==> src/rtl/pic_stream_tx_pkg.sv <==
// Shared definitions for the picture stream transmitter: FSM state encodings,
// parameter defaults and the image-size / address-width derivations.
package pic_stream_tx_pkg;

    localparam logic [2:0] ST_IDLE   = 3'd0;
    localparam logic [2:0] ST_FSTART = 3'd1;
    localparam logic [2:0] ST_STREAM = 3'd2;
    localparam logic [2:0] ST_FLUSH  = 3'd3;
    localparam logic [2:0] ST_DONE   = 3'd4;

    localparam int DEFAULT_DSIZE        = 8;
    localparam int DEFAULT_IMAGE_WIDTH  = 256;
    localparam int DEFAULT_IMAGE_LENGTH = 256;

    function automatic int image_size(input int width, input int length);
        return width * length;
    endfunction

    // A one-pixel image still needs a one-bit address bus.
    function automatic int addr_width(input int width, input int length);
        return (width * length > 1) ? $clog2(width * length) : 1;
    endfunction

endpackage

==> src/rtl/pic_addr_gen.sv <==
// Raster address counter with clear, enable and last-address flag; shared by
// the frame-store reader and writer.
module pic_addr_gen #(
    parameter int ASIZE     = 16,
    parameter int LAST_ADDR = 65535
) (
    input  logic             clk,
    input  logic             rst_n,
    input  logic             clr,
    input  logic             en,
    output logic [ASIZE-1:0] addr,
    output logic             last
);

    assign last = (addr == ASIZE'(LAST_ADDR));

    // Saturates on the last address so a frame can never wrap back to 0.
    always_ff @(posedge clk) begin
        if (!rst_n || clr) begin
            addr <= '0;
        end else if (en && !last) begin
            addr <= addr + ASIZE'(1);
        end
    end

endmodule

==> src/rtl/pic_stream_tx.sv <==
// Streams one raster-order frame from a 1-cycle-latency RAM into the 3x3 line
// buffer interface. Optional feature macro: CHECKSUM_EN adds a beat checksum port.
module pic_stream_tx
    import pic_stream_tx_pkg::*;
#(
    parameter int  DSIZE        = DEFAULT_DSIZE,
    parameter int  IMAGE_WIDTH  = DEFAULT_IMAGE_WIDTH,
    parameter int  IMAGE_LENGTH = DEFAULT_IMAGE_LENGTH,
    parameter int  FLUSH_CYCLES = IMAGE_WIDTH + 2,
    localparam int IMAGE_SIZE   = image_size(IMAGE_WIDTH, IMAGE_LENGTH),
    localparam int ASIZE        = addr_width(IMAGE_WIDTH, IMAGE_LENGTH)
) (
    input  logic             clk,
    input  logic             rst_n,
    input  logic             start,
    input  logic             abort,
    output logic             rd_en,
    output logic [ASIZE-1:0] rd_addr,
    input  logic [DSIZE-1:0] rd_data,
    output logic             frame_start,
    output logic             shift,
    output logic [DSIZE-1:0] sr_in,
    output logic             busy,
    output logic             done
`ifdef CHECKSUM_EN
    ,
    output logic [DSIZE+ASIZE-1:0] checksum
`endif
);

    localparam int FCW = $clog2(FLUSH_CYCLES + 1);

    logic [2:0]     state;
    logic           rd_valid;
    logic [FCW-1:0] flush_cnt;
    logic           addr_last;
    logic           launch;
    logic           addr_en;
    logic           kill;

    assign launch  = (state == ST_IDLE) && start && !abort;
    assign kill    = abort && (state != ST_IDLE);
    assign addr_en = rd_en && !kill;

    pic_addr_gen #(
        .ASIZE     (ASIZE),
        .LAST_ADDR (IMAGE_SIZE - 1)
    ) u_addr_gen (
        .clk   (clk),
        .rst_n (rst_n),
        .clr   (launch),
        .en    (addr_en),
        .addr  (rd_addr),
        .last  (addr_last)
    );

    // rd_valid marks the cycle RAM data is present; shift follows one cycle
    // later so the beat stream is exactly the rd_en pattern delayed by two.
    always_ff @(posedge clk) begin
        if (!rst_n || kill) begin
            state       <= ST_IDLE;
            rd_en       <= 1'b0;
            rd_valid    <= 1'b0;
            frame_start <= 1'b0;
            shift       <= 1'b0;
            sr_in       <= '0;
            busy        <= 1'b0;
            done        <= 1'b0;
            flush_cnt   <= '0;
        end else begin
            frame_start <= 1'b0;
            done        <= 1'b0;
            rd_valid    <= rd_en;
            shift       <= rd_valid;
            sr_in       <= rd_valid ? rd_data : '0;
            case (state)
                ST_IDLE: begin
                    if (launch) begin
                        state       <= ST_FSTART;
                        frame_start <= 1'b1;
                        rd_en       <= 1'b1;
                        busy        <= 1'b1;
                    end
                end
                ST_FSTART: begin
                    state <= ST_STREAM;
                end
                ST_STREAM: begin
                    if (addr_last) begin
                        rd_en <= 1'b0;
                    end
                    // Last beat on the wire with nothing behind it in the pipe.
                    if (shift && !rd_valid) begin
                        state     <= ST_FLUSH;
                        flush_cnt <= '0;
                    end
                end
                ST_FLUSH: begin
                    if (flush_cnt == FCW'(FLUSH_CYCLES - 1)) begin
                        state <= ST_DONE;
                        done  <= 1'b1;
                    end else begin
                        flush_cnt <= flush_cnt + FCW'(1);
                    end
                end
                ST_DONE: begin
                    state <= ST_IDLE;
                    busy  <= 1'b0;
                end
                default: begin
                    state <= ST_IDLE;
                end
            endcase
        end
    end

`ifdef CHECKSUM_EN
    // Wide enough for IMAGE_SIZE maximum pixels, so it cannot overflow.
    always_ff @(posedge clk) begin
        if (!rst_n || launch) begin
            checksum <= '0;
        end else if (shift) begin
            checksum <= checksum + (DSIZE+ASIZE)'(sr_in);
        end
    end
`endif

endmodule

==> config.mk <==
export PLATFORM = sky130hd
export DESIGN_NAME = pic_stream_tx
export DESIGN_NICKNAME = d
export VERILOG_FILES = /design/src/rtl/pic_stream_tx_pkg.sv /design/src/rtl/pic_addr_gen.sv /design/src/rtl/pic_stream_tx.sv
export SDC_FILE = /design/constraint.sdc
export NUM_CORES = 1
export LEC_CHECK = 0
export ABC_AREA = 1
export BUFFER_PORTS_ARGS = -buffer_cell sky130_fd_sc_hd__buf_2
export CAP_MARGIN = 20
export CELL_PAD_IN_SITES_DETAIL_PLACEMENT = 2
export CELL_PAD_IN_SITES_GLOBAL_PLACEMENT = 2
export CORE_MARGIN = 5
export CORE_UTILIZATION = 28
export CTS_BUF_LIST = sky130_fd_sc_hd__clkbuf_8
export DETAILED_ROUTE_END_ITERATION = 8
export HOLD_SLACK_MARGIN = 0.12
export PLACE_DENSITY = 0.87
export SLEW_MARGIN = 20
export SYNTH_ARGS = -nofsm -noshare
export SYNTH_HDL_FRONTEND = slang
export SYNTH_SLANG_ARGS = --single-unit
export TNS_END_PERCENT = 50
==> constraint.sdc <==
create_clock -name clk -period 1.6 [get_ports clk]
set_clock_uncertainty 0.15 [all_clocks]
set_input_delay 0.08 -clock clk [delete_from_list [all_inputs] [get_ports clk]]
set_output_delay 0.08 -clock clk [all_outputs]
set_load 0.02 [all_outputs]
=== After elaboration in Yosys (flattened, before gate mapping) ===
Cells that the tools add are included.

* Add/subtract/negate cells: 2
* Equality and inequality tests: 11
* Multiplexer cells: 13
* Bitwise gates (word level): 3
* Reductions and logical operators: 25

{| class="wikitable"
|+ Operator list
! operator !! number
|-
| 9-bit two-way mux || 2
|-
| 9-bit one-hot mux with 2 select lines || 1
|-
| 16-bit by 1-bit adder with 16-bit output (second input constant) || 1
|-
| 16-bit equality test (second input constant) || 1
|-
| 3-bit one-hot mux with 4 select lines || 1
|-
| 9-bit by 1-bit adder with 9-bit output (second input constant) || 1
|-
| 9-bit equality test (second input constant) || 1
|-
| 3-bit two-way mux || 3
|-
| 3-bit AND reduction || 3
|-
| 3-bit by 2-bit equality test with 1-bit output (second input constant) || 2
|-
| 1-bit logical AND || 6
|-
| 2-bit != test (second input constant) || 3
|-
| 2-bit nonzero test || 3
|-
| 2-bit OR reduction || 3
|-
| 1-bit logical NOT || 5
|-
| 1-bit two-way mux || 4
|-
| 2-bit by 1-bit != test with 1-bit output (second input constant) || 2
|-
| 1-bit one-hot mux with 2 select lines || 2
|-
| 3-bit by 1-bit equality test with 1-bit output (second input constant) || 1
|-
| 3-bit equality test (second input constant) || 1
|-
| 3-bit logical NOT || 1
|-
| 1-bit NOT || 3
|-
| 3-bit nonzero test || 1
|-
| 1-bit logical OR || 2
|-
| 2-bit AND reduction || 1
|}

* Bits in registers: 42
* Input bits: 12
* Output and inout port bits: 29
* Word-level logic and storage cells: 64

=== Logic depth before layout (Yosys ltp) ===
Gate-level depths: netlist of run 1.

* Word-level depth: 5
* Gate-level depth with buffers: 10

=== Hierarchy ===
From an unflattened synthesis of run 1, not the netlist that was laid out.

* Cells, all modules: 322
* Area total of the unflattened synthesis: 2,184.6 um2

{| class="wikitable"
|+ By module, submodules not included
! module !! times used !! cells an instance !! area each (um2)
|-
| pic_stream_tx || 1 || 167 || 1,193.6
|-
| pic_addr_gen || 1 || 155 || 991.0
|}

=== Worst setup path after synthesis of run 1 ===
OpenSTA, ideal clock, no wires.

* Path kind: reg2reg
* Start: reg u_addr_gen.addr[0]
* End: reg u_addr_gen.addr[0]
* Arrival: 1.486 ns
* Slack: -0.149 ns
* Stages on the path, launching flop included: 10
* Buffers on the path: 1
* Period minus slack after synthesis: 1.749 ns
* Path through: dfxtp_1 ha_1 nand2_1 nor2_1 nand2_1 nor2_2 nor2_4 buf_6 nor2_1 nor2_1

* Cells in the longest elaborated chain, start to end: 3

{| class="wikitable"
|+ RTL lines
! item !! RTL line !! text
|-
| start: declaration || pic_addr_gen.sv:11 || <nowiki>output logic [ASIZE-1:0] addr,</nowiki>
|-
| start signal: assignment || pic_addr_gen.sv:22 || <nowiki>addr <= addr + ASIZE'(1);</nowiki>
|-
| parallel branches: the longest is 3 deep, another holds 16-bit by 1-bit adder with 16-bit output || -- ||
|}

Parallel ways; which one is timed is not known.
A chain may end at the register's enable or synchronous reset.

=== Worst setup path after layout of run 1 ===
* Start: reg flush_cnt[1]
* End: reg flush_cnt[2]

* Cells in the longest elaborated chain, start to end: 3

{| class="wikitable"
|+ RTL lines
! item !! RTL line !! text
|-
| start: declaration || pic_stream_tx.sv:35 || <nowiki>logic [FCW-1:0] flush_cnt;</nowiki>
|-
| start signal: assignment || pic_stream_tx.sv:103 || <nowiki>flush_cnt <= flush_cnt + FCW'(1);</nowiki>
|-
| 9-bit by 1-bit adder with 9-bit output or 9-bit equality test (tied branches) || pic_stream_tx.sv:103, pic_stream_tx.sv:99 ||
|-
| 9-bit two-way mux or 2-bit != test (tied branches) || -- ||
|-
| 9-bit one-hot mux with 2 select lines or 3-bit AND reduction (tied branches) || -- ||
|}

Parallel ways exist; a longest one is shown, timed or not. The select of a mux whose other input is x is not followed.

==> results of run 1 <==
sequential cells by signal, indices dropped and copies added, names as in the netlist:
register,cells
rd_en,1
frame_start,1
busy,1
sr_in,8
shift,1
done,1
u_addr_gen.addr,16
flush_cnt,9
state,3
rd_valid,1
metal layers:
layer / GRT usage [%] / vias up / part of all wire (%)
met5: 0 / - / 0.096
met4: 6.70 / 2 / 4.3
met3: 3.45 / 54 / 6.1
met2: 46.0 / 119 / 51
met1: 26.7 / 1384 / 38
li1: - / 1196 / -
layout make-up:
type / instances / area share [%]
clock inverters: 3 / 0.331
flip-flops and latches: 42 / 25.5
well taps: 99 / 3.64
repair buffers: 98 / 19.9
inverters: 44 / 4.93
clock buffers: 5 / 2.02
multi-input cells: 228 / 43.7
cells in the mapped netlist:
cell type  count
a21oi_1       22
a21oi_2        3
buf_2          2
buf_6          3
dfxtp_1       42
ha_1           3
inv_1         39
inv_2          4
inv_4          1
nand2_1       93
nand2_2        5
nand3_1       20
nand3_2        1
nand3b_1       1
nand4_1        8
nor2_1        47
nor2_2         3
nor2_4         1
nor2_8         1
nor3_1         4
o21ai_0        8
o21ai_2        1
xnor2_1        2
xor2_1         4
critical path: stages (launching register included):
cell and delay, ns:
dfxtp_4 0.39, ha_4 0.18, nand2_2 0.12, buf_4 0.15
nand2_1 0.06, nor2_2 0.14, nand4_1 0.21, a21oi_1 0.28
power by group:
part	total (uW)	internal (uW)	switching [uW]	leakage [uW]
clock network	700	293	407	0.0000407
logic	1220	420	796	0.00110
registers	1220	1130	93.1	0.000346
cells by family after synthesis:
kind of cell,share of synthesized area [%]
fa+ha+maj,1.77
xor+xnor,2.48
simple gates,37.4
buf+inv,9.96
compound gates,8.73
flops,39.6
through the flow:
stage,cells,setup TNS [ns]
after floorplan,318,0
after global placement,490,-0.00827
after detailed placement,490,-1.31
after CTS,512,-0.00570
after global routing,519,-3.73
final,519,-2.21
repair_timing:
item	in CTS	in global routing
endpoints found under the setup margin	27	40
buffers inserted	2	6
endpoints found under the hold margin	23	0
gates resized for setup	33	92
pin swaps	11	29
gates cloned	1	1
hold buffers	12	0
worst paths after layout:
kind              slack (ns)                  end  depth (start not counted)                start
setup / recovery       -0.16         flush_cnt[2]                          7         flush_cnt[1]
hold / removal          0.17                shift                          4                abort
setup reg to reg       -0.16         flush_cnt[2]                          7         flush_cnt[1]
hold reg to reg         0.38  u_addr_gen.addr[15]                          2  u_addr_gen.addr[15]
==> reports/results.txt, run 1 <==
Core area = 0.00733 mm2
Drt initial violations = 169
Share of layout cells above drive strength 1 = 46.7%
Share of the synthesized area in the top cell type = 39.6%
Top cells by area, synth = dfxtp_1 (40%), nand2_1 (16%), nor2_1 (8.3%), inv_1 (6.9%), a21oi_1 (5.2%)
Initial antenna violation count = 1
Synth area leader = dfxtp_1
Footprint of the multi-input gates = 0.00149 mm2
ANT nets after route = 0
Slew headroom = 71.0%
Ant diodes = 0
CP Capture Type = flop
Vias = 2755
Clock root buffer = clkbuf_8
Syn-to-layout area delta = 60.3%
CP Class = flop to flop
Pwr dens = 923 mW/mm2
Final worst path period share = 110%
WL/cell = 26.1 um
Mapped cell area = 0.00212 mm2
Tmin final = 1.76 ns
Avg Inst Size Synth = 6.67 um2
Synth cell types = 24
Max-slew violations = 0
Die Footprint = 0.00942 mm2
Clk Latency, worst-skew pair = 0.30 ns
Largest net degree at the start of global routing = 13
Clock Pin Slew Worst Setup and Hold Paths = 0.09 ns
Dpl ws = -0.118 ns
Flops & latches, synth = 42
Worst vdd ir = 0.612 mV
WP data arrival = 1.82 ns
Max Clk Rate = 567 MHz
Ys Warns = 0
Most frequent cells in the layout = nand2_1 (66), buf_2 (41), buf_4 (41)
Final Setup Violations = 26
Status = finished with violations
Final Hold Fails = 0
Drt pass-1 iters = 6
Hold Slack = 0.174 ns
Half-perimeter wire length after placement = 6220 um
TritonCTS Buffers = 5
I/O pins = 41
CTS H-tree depth = 2
Worst hold path class = primary input to flop
Initial Utilization = 28.9%
GR Overflow Total = 0
Die height = 97.1 um
DR DRC count = 0
Failing checks = setup timing
Fillers = 808
Nets = 434
CTS tree = yes
Setup ws final = -0.164 ns
Clk buf depth = 2
IO Port Bufs = 40
Die Width = 97.1 um
Max cap viols = 0
Vias in the first global route = 3014
Placement Rows = 31
Crit path max fanout = 4
Leak Pwr = 0.00148 uW
Power Total = 3140 uW
DR vias/cell = 5.31
Reg area = 866 um2
Final design utilization = 46.4%
Synthesized net count = 333
First-pass GRT wire length = 17600 um
WP data required = 1.66 ns
Worst-margin pin slew = 0.431 ns
CP Launch Type = flop
Cells after synthesis = 318
Clock net sink count = 42
RSZ-0062 raised after global routing = yes
Post-route cell area = 0.00340 mm2
Placed Area = 0.00271 mm2
Commonest non-fill, non-tap cell in the layout = nand2_1
Seq/Total Area, Yosys = 39.6%
GP Congestion = 0.745
Gr usage total = 23.8%
Final wirelength = 13600 um
Note: power is estimated with default switching activity, not from simulation.
==> run 2: changes to the inputs <==
RECOVER_POWER = 100   (was unset)
==> run 2 against run 1 <==
Against the previous run: the run still ends with setup timing left; hold slack better by 0.0099 ns; sequential cell count stayed put; clock power hardly changed; global-route usage stayed put; critical path depth stayed put; setup slack worse by 0.0097 ns; die area stayed put; sequential share of layout area is 0.12 points higher; routed wire length is 0.20% lower; total power is 0.19% lower; critical endpoint is now flush_cnt[1]; largest power group unchanged.
==> reports/results.txt, run 2 (same netlist as run 1, synthesis figures left out) <==
First-pass GRT wire length = 17600 um (unchanged)
Worst vdd ir = 0.611 mV (-0.12%)
Crit-path cells = inv_1, nand2_1, nor2_4, nand3_4, nand3_4, nand2_1, a21oi_2
Share of layout cells above drive strength 1 = 43.6% (-3.1 points)
Die Footprint = 0.00942 mm2 (unchanged)
Clock net sink count = 42 (unchanged)
IO Port Bufs = 40 (unchanged)
Max-slew violations = 0 (unchanged)
Tmin final = 1.77 ns (+0.00970 ns)
CTS H-tree depth = 2 (unchanged)
Delay-heaviest family, CP = simple AND/OR/NAND/NOR gates
Placement Rows = 31 (unchanged)
Largest net degree at the start of global routing = 13 (unchanged)
Status = finished with violations
Footprint of the multi-input gates = 0.00149 mm2 (unchanged)
I/O pins = 41 (unchanged)
Die Width = 97.1 um (unchanged)
Clk Latency, worst-skew pair = 0.30 ns (about the same)
Setup ws final = -0.173 ns (-0.00970 ns)
DR DRC count = 0 (unchanged)
Initial Utilization = 28.9% (unchanged)
WP data arrival = 1.84 ns (+0.02 ns)
RSZ-0062 raised after global routing = yes
Pwr dens = 926 mW/mm2 (+0.29%)
Max stage delay on crit path = 0.35 ns (-0.04 ns)
Initial antenna violation count = 1 (unchanged)
WP data required = 1.66 ns (about the same)
Nets = 434 (unchanged)
TritonCTS Buffers = 5 (unchanged)
Clk buf depth = 2 (unchanged)
Max Clk Rate = 564 MHz (-0.55%)
WL/cell = 26.1 um (-0.20%)
Final worst path period share = 111% (+0.61 points)
Syn-to-layout area delta = 59.5%
Max cap viols = 0 (unchanged)
CTS tree = yes
Final Setup Violations = 27 (+3.8%)
Clock Pin Slew Worst Setup and Hold Paths = 0.09 ns (about the same)
Crit path max fanout = 6 (+2)
Clock root buffer = clkbuf_8
Core area = 0.00733 mm2 (unchanged)
Fillers = 819 (+1.4%)
ANT nets after route = 0 (unchanged)
Drt pass-1 iters = 5 (-1)
Ant diodes = 0 (unchanged)
Vias in the first global route = 3014 (unchanged)
Half-perimeter wire length after placement = 6220 um (unchanged)
Drt initial violations = 152 (-10%)
Slew headroom = 70.6% (-0.41 points)
Leak Pwr = 0.00143 uW (-3.8%)
Final wirelength = 13500 um (-0.20%)
Worst hold path class = primary input to flop
Biggest regs = u_addr_gen.addr (16), flush_cnt (9), sr_in (8)
Commonest non-fill, non-tap cell in the layout = nand2_1
Failing checks = setup timing
Dpl ws = -0.118 ns (unchanged)
DR vias/cell = 5.26 (-0.91%)
CP Launch Type = flop
Die height = 97.1 um (unchanged)
Max reg flops = 16 (unchanged)
Vias = 2730 (-0.91%)
Gr usage total = 23.8% (unchanged)
Critical-path top delay cell = dfxtp_1
Power Total = 3130 uW (-0.19%)
GR Overflow Total = 0 (unchanged)
CP Class = flop to flop
Final Hold Fails = 0 (unchanged)
CP Capture Type = flop
GP Congestion = 0.745 (unchanged)
Buf/Inv on CP = 1 (unchanged)
Most flop-heavy register = u_addr_gen.addr
Most frequent cells in the layout = nand2_1 (66), buf_4 (41), inv_1 (36)
Worst-margin pin slew = 0.437 ns (+0.00606 ns)
Reg area = 866 um2 (unchanged)
run 2: final timing paths:
| kind | from | to | slack [ns] | cells after the start |
|---|---|---|---|---|
| worst min register to register | u_addr_gen.addr[15] | u_addr_gen.addr[15] | 0.38 | 2 |
| worst min-delay path | abort | shift | 0.18 | 4 |
| worst max-delay path | flush_cnt[3] | flush_cnt[1] | -0.17 | 7 |
| worst max register to register | flush_cnt[3] | flush_cnt[1] | -0.17 | 7 |
run 2: metal layers:
metal / global-route usage [%] / part of all wire [%]
met5: 0 / 0.096
met4: 6.70 / 3.9
met3: 3.45 / 5.8
met2: 46.0 / 52
met1: 26.7 / 39
run 2: area by class of cell:
cell class	count	share of cell area (%)
clock inverters	3	0.333
well taps	99	3.66
repair buffers	98	19.6
clock buffers	5	2.03
inverters	44	4.95
flip-flops and latches	42	25.6
multi-input cells	228	43.9
run 2: where the power goes:
group	internal (uW)	total, uW	switching, uW
registers	1130	1220	93.2
clock network	293	698	405
logic	415	1210	798
total	1840	3130	1300
run 2: per-stage QoR:
step           instance area [um2]  cells  util, %  TNS [ns]  hold slack, ns
6_report                      3380    519     46.2     -2.32           0.184
5_1_grt                       3380    519     46.2     -3.73           0.190
4_1_cts                       3040    512     41.5  -0.00570           0.138
3_5_place_dp                  2710    490     37.0     -1.31           0.156
3_3_place_gp                  2710    490     37.0  -0.00827           0.144
2_1_floorplan                 2130    318        -         0          0.0422
run 2: what timing repair did:
item,CTS,global route
setup endpoints to repair,27,40
cloned,1,1
hold buffers,12,0
pin swaps,11,29
gates resized for setup,33,92
buffers inserted,2,6
endpoints found under the hold margin,23,0
run 2: tightest hold or removal path, stage by stage:
cell and delay, ns:
buf_2 0.15, nand2_2 0.11, nand2_1 0.16, nor2_2 0.07
